### config.mk
export PLATFORM = sky130hd
export DESIGN_NAME = cpu_mem_arbiter
export DESIGN_NICKNAME = d
export VERILOG_FILES = /design/src/rtl/pkg_cpu_typedefs.sv /design/src/rtl/cpu_mem_arb_timer.sv /design/src/rtl/cpu_mem_arbiter.sv
export SDC_FILE = /design/constraint.sdc
export NUM_CORES = 1
export LEC_CHECK = 0
export CELL_PAD_IN_SITES_DETAIL_PLACEMENT = 0
export CELL_PAD_IN_SITES_GLOBAL_PLACEMENT = 1
export CORE_UTILIZATION = 34
export CTS_BUF_LIST = sky130_fd_sc_hd__clkbuf_16
export DETAILED_ROUTE_END_ITERATION = 10
export PLACE_DENSITY = 0.89
export SKIP_CTS_REPAIR_TIMING = 1
export SYNTH_ARGS = -nofsm -noshare
export SYNTH_HDL_FRONTEND = slang
export SYNTH_SLANG_ARGS = --single-unit
### constraint.sdc
create_clock -name clk -period 9.8 [get_ports clk]
set_input_delay 1.96 -clock clk [delete_from_list [all_inputs] [get_ports clk]]
set_output_delay 1.96 -clock clk [all_outputs]
set_load 0.02 [all_outputs]
### src/rtl/pkg_cpu_typedefs.sv
// ---------------------------------------------------------------------------
// pkg_cpu_typedefs
// Shared types for the CPU memory-bus arbiter.
//   arb_state_t : arbiter FSM states (IDLE, FETCH, DATA, RESP)
//   arb_port_t  : requesting port identity (PORT_IF, PORT_MEM)
//   other_port  : the opposite port, used by the rotating-priority rule
// ---------------------------------------------------------------------------
package pkg_cpu_typedefs;

   typedef enum logic [1:0] {
      IDLE  = 2'd0,
      FETCH = 2'd1,
      DATA  = 2'd2,
      RESP  = 2'd3
   } arb_state_t;

   typedef enum logic {
      PORT_IF  = 1'b0,
      PORT_MEM = 1'b1
   } arb_port_t;

   function automatic arb_port_t other_port(input arb_port_t p);
      return (p == PORT_IF) ? PORT_MEM : PORT_IF;
   endfunction

endpackage

### src/rtl/cpu_mem_arb_timer.sv
// ---------------------------------------------------------------------------
// cpu_mem_arb_timer
// Bus-wait counter for the arbiter timeout. Only instantiated when
// CPU_MEM_ARB_TIMEOUT_EN is defined.
// Ports:
//   clk, rst    : clock, asynchronous active-high reset
//   i_start     : grant strobe; clears the count for the new transaction
//   i_run       : arbiter is waiting on the bus (FETCH or DATA)
//   i_ack       : bus_ack from the interconnect
//   o_expired   : the MAX_WAIT-th waiting cycle passed without bus_ack
// ---------------------------------------------------------------------------
module cpu_mem_arb_timer #(
   parameter int MAX_WAIT = 15
) (
   input  logic clk,
   input  logic rst,
   input  logic i_start,
   input  logic i_run,
   input  logic i_ack,
   output logic o_expired
);
   // Wide enough to hold MAX_WAIT-1, the value seen in the last waiting cycle.
   localparam int CW = (MAX_WAIT < 2) ? 1 : $clog2(MAX_WAIT);

   logic [CW-1:0] r_count;

   always_ff @(posedge clk or posedge rst) begin
      if (rst) begin
         r_count <= '0;
      end else if (i_start) begin
         r_count <= '0;
      end else if (i_run && !i_ack) begin
         r_count <= r_count + CW'(1);
      end
   end

   // A bus_ack arriving in the final cycle still wins over the timeout.
   assign o_expired = i_run & ~i_ack & (r_count == CW'(MAX_WAIT - 1));

endmodule

### src/rtl/cpu_mem_arbiter.sv
// ---------------------------------------------------------------------------
// cpu_mem_arbiter
// Shares one single-ported memory bus between the instruction-fetch (IF)
// and data-memory (MEM) pipeline stages. One bus transaction at a time,
// registered req/ack handshake per port, rotating priority on contention.
//
// Optional feature macro: CPU_MEM_ARB_TIMEOUT_EN
//   defined   : a transaction waiting MAX_WAIT cycles without bus_ack is
//               completed with zero read data and sets sticky bus_err.
//   undefined : waits indefinitely for bus_ack; bus_err tied to 0.
//
// Ports:
//   clk, rst                 : clock, asynchronous active-high reset
//   if_req/if_addr/if_kill   : fetch request, address, branch flush
//   if_rdata/if_ack          : fetched word, one-cycle completion pulse
//   dm_req/dm_we/dm_be       : data request, store strobe, byte enables
//   dm_addr/dm_wdata         : data address, store data
//   dm_rdata/dm_ack          : load data, one-cycle completion pulse
//   bus_req/bus_we/bus_be    : bus transaction active, write, byte enables
//   bus_addr/bus_wdata       : bus address, write data
//   bus_rdata/bus_ack        : bus read data, single-cycle completion
//   bus_err                  : sticky timeout flag
// ---------------------------------------------------------------------------
module cpu_mem_arbiter
   import pkg_cpu_typedefs::*;
#(
   parameter int ADDR_W   = 32,
   parameter int DATA_W   = 32,
   parameter int MAX_WAIT = 15
) (
   input  logic                  clk,
   input  logic                  rst,
   input  logic                  if_req,
   input  logic [ADDR_W-1:0]     if_addr,
   input  logic                  if_kill,
   output logic [DATA_W-1:0]     if_rdata,
   output logic                  if_ack,
   input  logic                  dm_req,
   input  logic                  dm_we,
   input  logic [DATA_W/8-1:0]   dm_be,
   input  logic [ADDR_W-1:0]     dm_addr,
   input  logic [DATA_W-1:0]     dm_wdata,
   output logic [DATA_W-1:0]     dm_rdata,
   output logic                  dm_ack,
   output logic                  bus_req,
   output logic                  bus_we,
   output logic [DATA_W/8-1:0]   bus_be,
   output logic [ADDR_W-1:0]     bus_addr,
   output logic [DATA_W-1:0]     bus_wdata,
   input  logic [DATA_W-1:0]     bus_rdata,
   input  logic                  bus_ack,
   output logic                  bus_err
);
   localparam int BE_W = DATA_W / 8;

   if (MAX_WAIT < 1) begin : g_max_wait_check
      $error("cpu_mem_arbiter: MAX_WAIT must be >= 1");
   end

   arb_state_t          r_state, w_state_nxt;
   arb_port_t           r_last_grant, w_last_nxt;
   logic                w_grant_if, w_grant_dm, w_done, w_timeout, w_kill_now;
   logic                r_kill;
   logic                r_if_ack, r_dm_ack, r_bus_req, r_bus_we;
   logic [DATA_W-1:0]   r_if_rdata, r_dm_rdata, r_bus_wdata;
   logic [BE_W-1:0]     r_bus_be;
   logic [ADDR_W-1:0]   r_bus_addr;

   // State register
   always_ff @(posedge clk or posedge rst) begin
      if (rst) begin
         r_state      <= IDLE;
         r_last_grant <= PORT_IF;
      end else begin
         r_state      <= w_state_nxt;
         r_last_grant <= w_last_nxt;
      end
   end

   // Next state, grant and completion strobes
   always_comb begin
      w_state_nxt = r_state;
      w_last_nxt  = r_last_grant;
      w_grant_if  = 1'b0;
      w_grant_dm  = 1'b0;
      w_done      = 1'b0;
      case (r_state)
         IDLE: begin
            // On contention the port that did not win last time is served.
            if (if_req && (!dm_req || (other_port(r_last_grant) == PORT_IF))) begin
               w_grant_if  = 1'b1;
               w_last_nxt  = PORT_IF;
               w_state_nxt = FETCH;
            end else if (dm_req) begin
               w_grant_dm  = 1'b1;
               w_last_nxt  = PORT_MEM;
               w_state_nxt = DATA;
            end
         end
         FETCH, DATA: begin
            if (bus_ack || w_timeout) begin
               w_done      = 1'b1;
               w_state_nxt = RESP;
            end
         end
         RESP:    w_state_nxt = IDLE;
         default: w_state_nxt = IDLE;
      endcase
   end

   // A flush seen in any FETCH cycle, including the completing one, drops the result.
   assign w_kill_now = r_kill | if_kill;

   always_ff @(posedge clk or posedge rst) begin
      if (rst) begin
         r_kill <= 1'b0;
      end else if (w_grant_if || w_grant_dm) begin
         r_kill <= 1'b0;
      end else if ((r_state == FETCH) && if_kill) begin
         r_kill <= 1'b1;
      end
   end

   // Bus request registers: loaded on grant, held until completion
   always_ff @(posedge clk or posedge rst) begin
      if (rst) begin
         r_bus_req   <= 1'b0;
         r_bus_we    <= 1'b0;
         r_bus_be    <= '0;
         r_bus_addr  <= '0;
         r_bus_wdata <= '0;
      end else if (w_grant_if) begin
         r_bus_req   <= 1'b1;
         r_bus_we    <= 1'b0;
         r_bus_be    <= '1;
         r_bus_addr  <= if_addr;
         r_bus_wdata <= '0;
      end else if (w_grant_dm) begin
         r_bus_req   <= 1'b1;
         r_bus_we    <= dm_we;
         r_bus_be    <= dm_be;
         r_bus_addr  <= dm_addr;
         r_bus_wdata <= dm_wdata;
      end else if (w_done) begin
         r_bus_req   <= 1'b0;
      end
   end

   // Response registers: ack is high only in RESP; rdata holds until next capture
   always_ff @(posedge clk or posedge rst) begin
      if (rst) begin
         r_if_ack   <= 1'b0;
         r_dm_ack   <= 1'b0;
         r_if_rdata <= '0;
         r_dm_rdata <= '0;
      end else begin
         r_if_ack <= 1'b0;
         r_dm_ack <= 1'b0;
         if (w_done) begin
            if (r_state == FETCH) begin
               if (!w_kill_now) begin
                  r_if_ack   <= 1'b1;
                  r_if_rdata <= w_timeout ? '0 : bus_rdata;
               end
            end else begin
               r_dm_ack   <= 1'b1;
               r_dm_rdata <= w_timeout ? '0 : bus_rdata;
            end
         end
      end
   end

`ifdef CPU_MEM_ARB_TIMEOUT_EN
   logic w_busy;
   logic r_bus_err;

   assign w_busy = (r_state == FETCH) || (r_state == DATA);

   cpu_mem_arb_timer #(
      .MAX_WAIT (MAX_WAIT)
   ) u_timer (
      .clk       (clk),
      .rst       (rst),
      .i_start   (w_grant_if | w_grant_dm),
      .i_run     (w_busy),
      .i_ack     (bus_ack),
      .o_expired (w_timeout)
   );

   always_ff @(posedge clk or posedge rst) begin
      if (rst) begin
         r_bus_err <= 1'b0;
      end else if (w_timeout) begin
         r_bus_err <= 1'b1;
      end
   end

   assign bus_err = r_bus_err;
`else
   assign w_timeout = 1'b0;
   assign bus_err   = 1'b0;
`endif

   assign if_ack    = r_if_ack;
   assign if_rdata  = r_if_rdata;
   assign dm_ack    = r_dm_ack;
   assign dm_rdata  = r_dm_rdata;
   assign bus_req   = r_bus_req;
   assign bus_we    = r_bus_we;
   assign bus_be    = r_bus_be;
   assign bus_addr  = r_bus_addr;
   assign bus_wdata = r_bus_wdata;

endmodule
Yosys cells after proc, flatten, opt, wreduce, memory -nomap -nowiden
Index checks and enable logic that the tools add are counted.

word-level totals
  bits in registers = 140
  input port bits = 139
  output and inout port bits = 137

operators by class
  equality and inequality tests = 5
  multiplexer cells = 31
  bitwise operators = 3
  reduce and logical (&&, ||, !) cells = 15

operator list
  cell                                                  number
  two-way mux 32 bit                                    4
  two-way mux 1 bit                                     21
  two-way mux 4 bit                                     2
  two-way mux 2 bit                                     3
  one-hot mux 2 bit (3 select lines)                    1
  AND reduction 2 bit                                   3
  nonzero test 2 bit                                    3
  equality test 2 bit (second input constant)           2
  != test 3 bit (second input constant)                 1
  AND reduction 3 bit                                   1
  nonzero test 3 bit                                    1
  equality test 2 x 1 -> 1 bit (second input constant)  1
  logical AND 1 bit                                     2
  zero test 2 bit                                       1
  logical OR 1 bit                                      2
  != test 2 bit (second input constant)                 1
  inverter 1 bit                                        2
  OR reduction 2 bit                                    1
  zero test 1 bit                                       1
  bitwise OR 1 bit                                      1

Logic depth before layout (Yosys ltp)
  depth in word-level cells = 7
  gate-level depth with buffers = 8
  mapped depth without buffers = 6

Worst setup path before layout
OpenSTA, ideal clock, no wires.

  path kind = input to register
  start = input bus_ack
  end = register r_if_rdata[10], in the netlist if_rdata[10]
  setup time = 0.125 ns
  arrival time = 3.062 ns
  required time = 9.675 ns
  path slack = 6.613 ns
  cell stages on the path = 5
  path buffers = 2
  cell sequence = nand2_2 > or4b_4 > buf_6 > buf_12 > mux2_4

between the ends
  cells in the longest elaborated chain, start to end = 3

RTL lines
  item                                  RTL line                source
  from (decl)                           cpu_mem_arbiter.sv:51   input logic bus_ack,
  two-way mux 1 bit                     cpu_mem_arbiter.sv:101  if (bus_ack || w_timeout) begin
  two-way mux 1 bit                     cpu_mem_arbiter.sv:87   case (r_state)
  AND reduction 3 bit (no source line)  --
  to (signal assigned)                  cpu_mem_arbiter.sv:163  r_if_rdata <= w_timeout ? '0 : bus_rdata;
  to (decl)                             cpu_mem_arbiter.sv:65   logic [DATA_W-1:0] r_if_rdata, r_dm_rdata, r_bus_wdata;

Every way passes these cells.
A chain may end at the register's enable or synchronous reset.

Final worst setup path
  start = input bus_ack
  end = register r_dm_rdata[24], in the netlist dm_rdata[24]

between the ends
  cells in the longest elaborated chain, start to end = 3

RTL lines
  item                                  RTL line                source
  two-way mux 1 bit                     cpu_mem_arbiter.sv:101
  two-way mux 1 bit                     cpu_mem_arbiter.sv:87
  AND reduction 2 bit (no source line)  --
  to (signal assigned)                  cpu_mem_arbiter.sv:167  r_dm_rdata <= w_timeout ? '0 : bus_rdata;
  to (decl)                             cpu_mem_arbiter.sv:65

Every way passes these cells.

==> load_flow_metrics.sql <==
INSERT INTO impl_metrics (metric_group, metric, value, unit) VALUES
('placement', 'port_buffers', '274', ''),
('pwr', 'irDropWorstVdd', '163', 'uV'),
('synth', 'synth_edf_count', '0', ''),
('worst_setup_path', 'timing.critical_path.to_type', 'flop', ''),
('min_path', 'worstHoldPathCells', '2', ''),
('worst_setup_path', 'critPathLaunchType', 'input pin', ''),
('route', 'average_vias_per_placed_instance', '4.86', ''),
('timing', 'setup_viols_final', '0', ''),
('timing', 'max-slew-margin-rel', '0.190', ''),
('layout', 'antenna-diode-count', '0', ''),
('clock_network', 'clock_insertion_delay_worst_skew', '410', 'ps'),
('floorplan', 'fp-row-count', '46', ''),
('run', 'drv.max_cap_violation_count', '0', ''),
('global_route', 'grt_first_pass_wirelength', '23.6', 'mm'),
('global_route', 'grt_max_degree', '75', ''),
('worst_setup_path', 'crit_path_max_incr_delay', '510', 'ps'),
('synth', 'post_synth_inst_count', '367', ''),
('timing', 'final_slew_violations', '0', ''),
('worst_setup_path', 'required_time_at_the_endpoint_of_the_critical_path', '10090', 'ps'),
('synth', 'share_of_synthesized_area_occupied_by_flip_flops_and_latches', '0.627', ''),
('floorplan', 'top_level_ports', '276', ''),
('placement', 'routabilityCongestion', '0.732', ''),
('timing', 'grt_setup_unrepaired', 'false', ''),
('timing', 'setup_total_negative_slack', '0', 'ps'),
('pwr', 'static-leakage-power', '3.88', 'nW'),
('route', 'post-route-drc-count', '0', ''),
('clock_network', 'tritoncts_clock_tree', 'done', ''),
('synth', 'post_synth.cell_area_avg', '15.2', 'sq um'),
('route', 'postRouteAntennaNets', '0', ''),
('layout', 'utilization', '0.566', ''),
('placement', 'dpl.cell_count', '835', ''),
('synth', 'arithmetic_cell_share_of_the_synthesized_area_counting_full_adders_half_adders_and_majority_gates', '0.00448', ''),
('timing', 'finalClockSkew', '6.85', 'ps'),
('worst_setup_path', 'timing.reg2reg.setup_slack', '7480', 'ps'),
('floorplan', 'die_area', '17000', 'sq um'),
('clock_network', 'h-tree-depth', '4', ''),
('global_route', 'groute.usage.overall', '0.186', ''),
('global_route', 'leftover_overflow_at_the_end_of_global_routing', '0', ''),
('synth', 'synth_top_flop_cell', 'sky130_fd_sc_hd__dfrtp_1', ''),
('worst_setup_path', 'timing.setup.critical_path_class', 'input pin to flop', ''),
('synth', 'synth_simple_gate_area_frac', '0.0539', ''),
('layout', 'finish.cell_count_without_fillers', '867', ''),
('worst_setup_path', 'endpoint_of_the_worst_register_to_register_path', 'dm_rdata[24]', ''),
('synth', 'yosys.area.top_type', 'sky130_fd_sc_hd__dfrtp_1', ''),
('timing', 'fmax', '277', 'MHz'),
('worst_setup_path', 'timing.critical_path.cells', 'clkdlybuf4s50_1, nand2_2, or2_2, inv_1, mux2_2', ''),
('min_path', 'min_to', 'bus_req', ''),
('clock_network', 'clock-root-buffer', 'sky130_fd_sc_hd__clkbuf_16', ''),
('synth', 'yosys-top-cells-area', 'sky130_fd_sc_hd__dfrtp_1 (63%), sky130_fd_sc_hd__mux2_4 (7.8%), sky130_fd_sc_hd__mux2_2 (7.1%)', ''),
('route', 'routed_wl', '15.5', 'mm'),
('placement', 'half_perimeter_wire_length_after_placement', '11.1', 'mm'),
('worst_setup_path', 'worst_ep_arrival_time', '3900', 'ps'),
('route', 'detailroute.via_count', '4210', ''),
('clock_network', 'cts_inserted_buffers', '17', ''),
('timing', 'fin_crit', '3610', 'ps'),
('floorplan', 'floorplan.die.width', '130', 'microns'),
('synth', 'main_combinational_cell_family_by_area_after_synthesis', 'multiplexers', ''),
('route', 'detail_route.first_pass.iterations', '4', ''),
('layout', 'final_net_count', '779', ''),
('clock_network', 'maximum_number_of_buffers_from_clock_root_to_sink', '2', ''),
('floorplan', 'die_y', '130', 'microns'),
('timing', 'tightest_pin_transition', '1220', 'ps'),
('status', 'status', 'complete, no violations', ''),
('min_path', 'holdCritPathClass', 'flop to flop', ''),
('floorplan', 'initial_utilization', '0.351', ''),
('synth', 'synth_area', '5590', 'sq um'),
('floorplan', 'total_core_area', '15900', 'sq um'),
('synth', 'synth_xor_xnor_area_share', '0', ''),
('synth', 'synth_async_sr_flop_share', '1.00', ''),
('clock_network', 'tritoncts_num_sinks', '140', ''),
('global_route', 'number_of_global_route_vias_before_repair', '4486', '');
-- worst max-delay path by stage --
stage	startpoint	endpoint	slack [ps]	depth (start not counted)
4_1_cts	bus_ack	dm_rdata[24]	6150	5
3_3_place_gp	bus_ack	dm_rdata[28]	5800	5
2_1_floorplan	rst	bus_addr[0]	4090	1
3_5_place_dp	bus_ack	dm_rdata[29]	5720	5
6_report	bus_ack	dm_rdata[24]	6190	5
5_1_grt	bus_ack	dm_rdata[24]	6070	5
-- state kept, by name, summed over array words and instances (netlist names) --
name / flops
dm_rdata: 32
dm_ack: 1
r_state: 2
r_last_grant: 1
bus_wdata: 32
if_ack: 1
bus_we: 1
if_rdata: 32
r_kill: 1
bus_req: 1
bus_addr: 32
bus_be: 4
-- power breakdown --
part           internal, mW  total (mW)  leakage, nW  switching, mW
clock                 0.343       0.582        0.263          0.239
sequential            0.839       0.982         1.69          0.144
combinational         0.808        1.50         1.92          0.691
total                  1.99        3.06         3.88           1.07
-- metrics by stage --
step	setup WS [ps]	hold slack, ps	cell area (sq um)
final	6190	488	9020
after global routing	6070	513	9020
after CTS	6150	493	9020
after detailed placement	5720	474	8490
after global placement	5800	474	8490
after floorplan	4090	460	5590
-- cells by family (layout without fill, tap and decap cells) --
logic type,count (synthesis),after routing
fa+ha+maj,2,2
simple gates,50,50
mux,64,64
buf+inv,32,316
compound gates,78,78
other cells,1,1
flops,140,140
-- routing by layer --
layer / vias up / track usage / wire length [microns]
met2: 215 / 0.324 / 7980
met1: 2078 / 0.206 / 5840
li1: 1895 / - / -
met4: 0 / 0.0732 / 289
met5: - / 0 / 0
met3: 22 / 0.0681 / 1380
-- synthesized netlist by cell type, drive strengths merged (2+ instances only) --
library cell  instances
mux2                 64
o21ai                 2
o221a                32
nand2b               34
a22o                 33
nor2                  2
a21oi                 2
nand3                 2
dfrtp               140
nand2                 6
buf                  12
inv                   6
o21a                  2
clkbuf               14
ha                    2
o22a                  4
-- cells in the final DEF (no fill, tap or decap), types with 3 or more instances in the layout --
master                              n
sky130_fd_sc_hd__mux2_2            35
sky130_fd_sc_hd__inv_6              3
sky130_fd_sc_hd__dfrtp_1          140
sky130_fd_sc_hd__nand2b_1          34
sky130_fd_sc_hd__clkinv_1           5
sky130_fd_sc_hd__mux2_4            29
sky130_fd_sc_hd__inv_1              7
sky130_fd_sc_hd__buf_4              4
sky130_fd_sc_hd__nand2_1            5
sky130_fd_sc_hd__clkbuf_16         17
sky130_fd_sc_hd__a22o_1            33
sky130_fd_sc_hd__clkdlybuf4s50_1  274
sky130_fd_sc_hd__o221a_2           32
sky130_fd_sc_hd__o22a_1             4
-- worst max-delay path: cells and delay by family --
family | cells | cell delay, ps
mux | 1 | 400
buf+inv | 2 | 950
simple gates | 2 | 580
-- layout make-up --
class / count / area (sq um)
timing repair buffer: 278 / 2770
multi-input combinational: 195 / 1910
clock inverter: 15 / 108
tap: 216 / 270
clock buffer: 17 / 425
fill: 1307 / 6920
inverter: 6 / 27.5
sequential: 140 / 3500
Note: power is estimated with default switching activity, not from simulation.
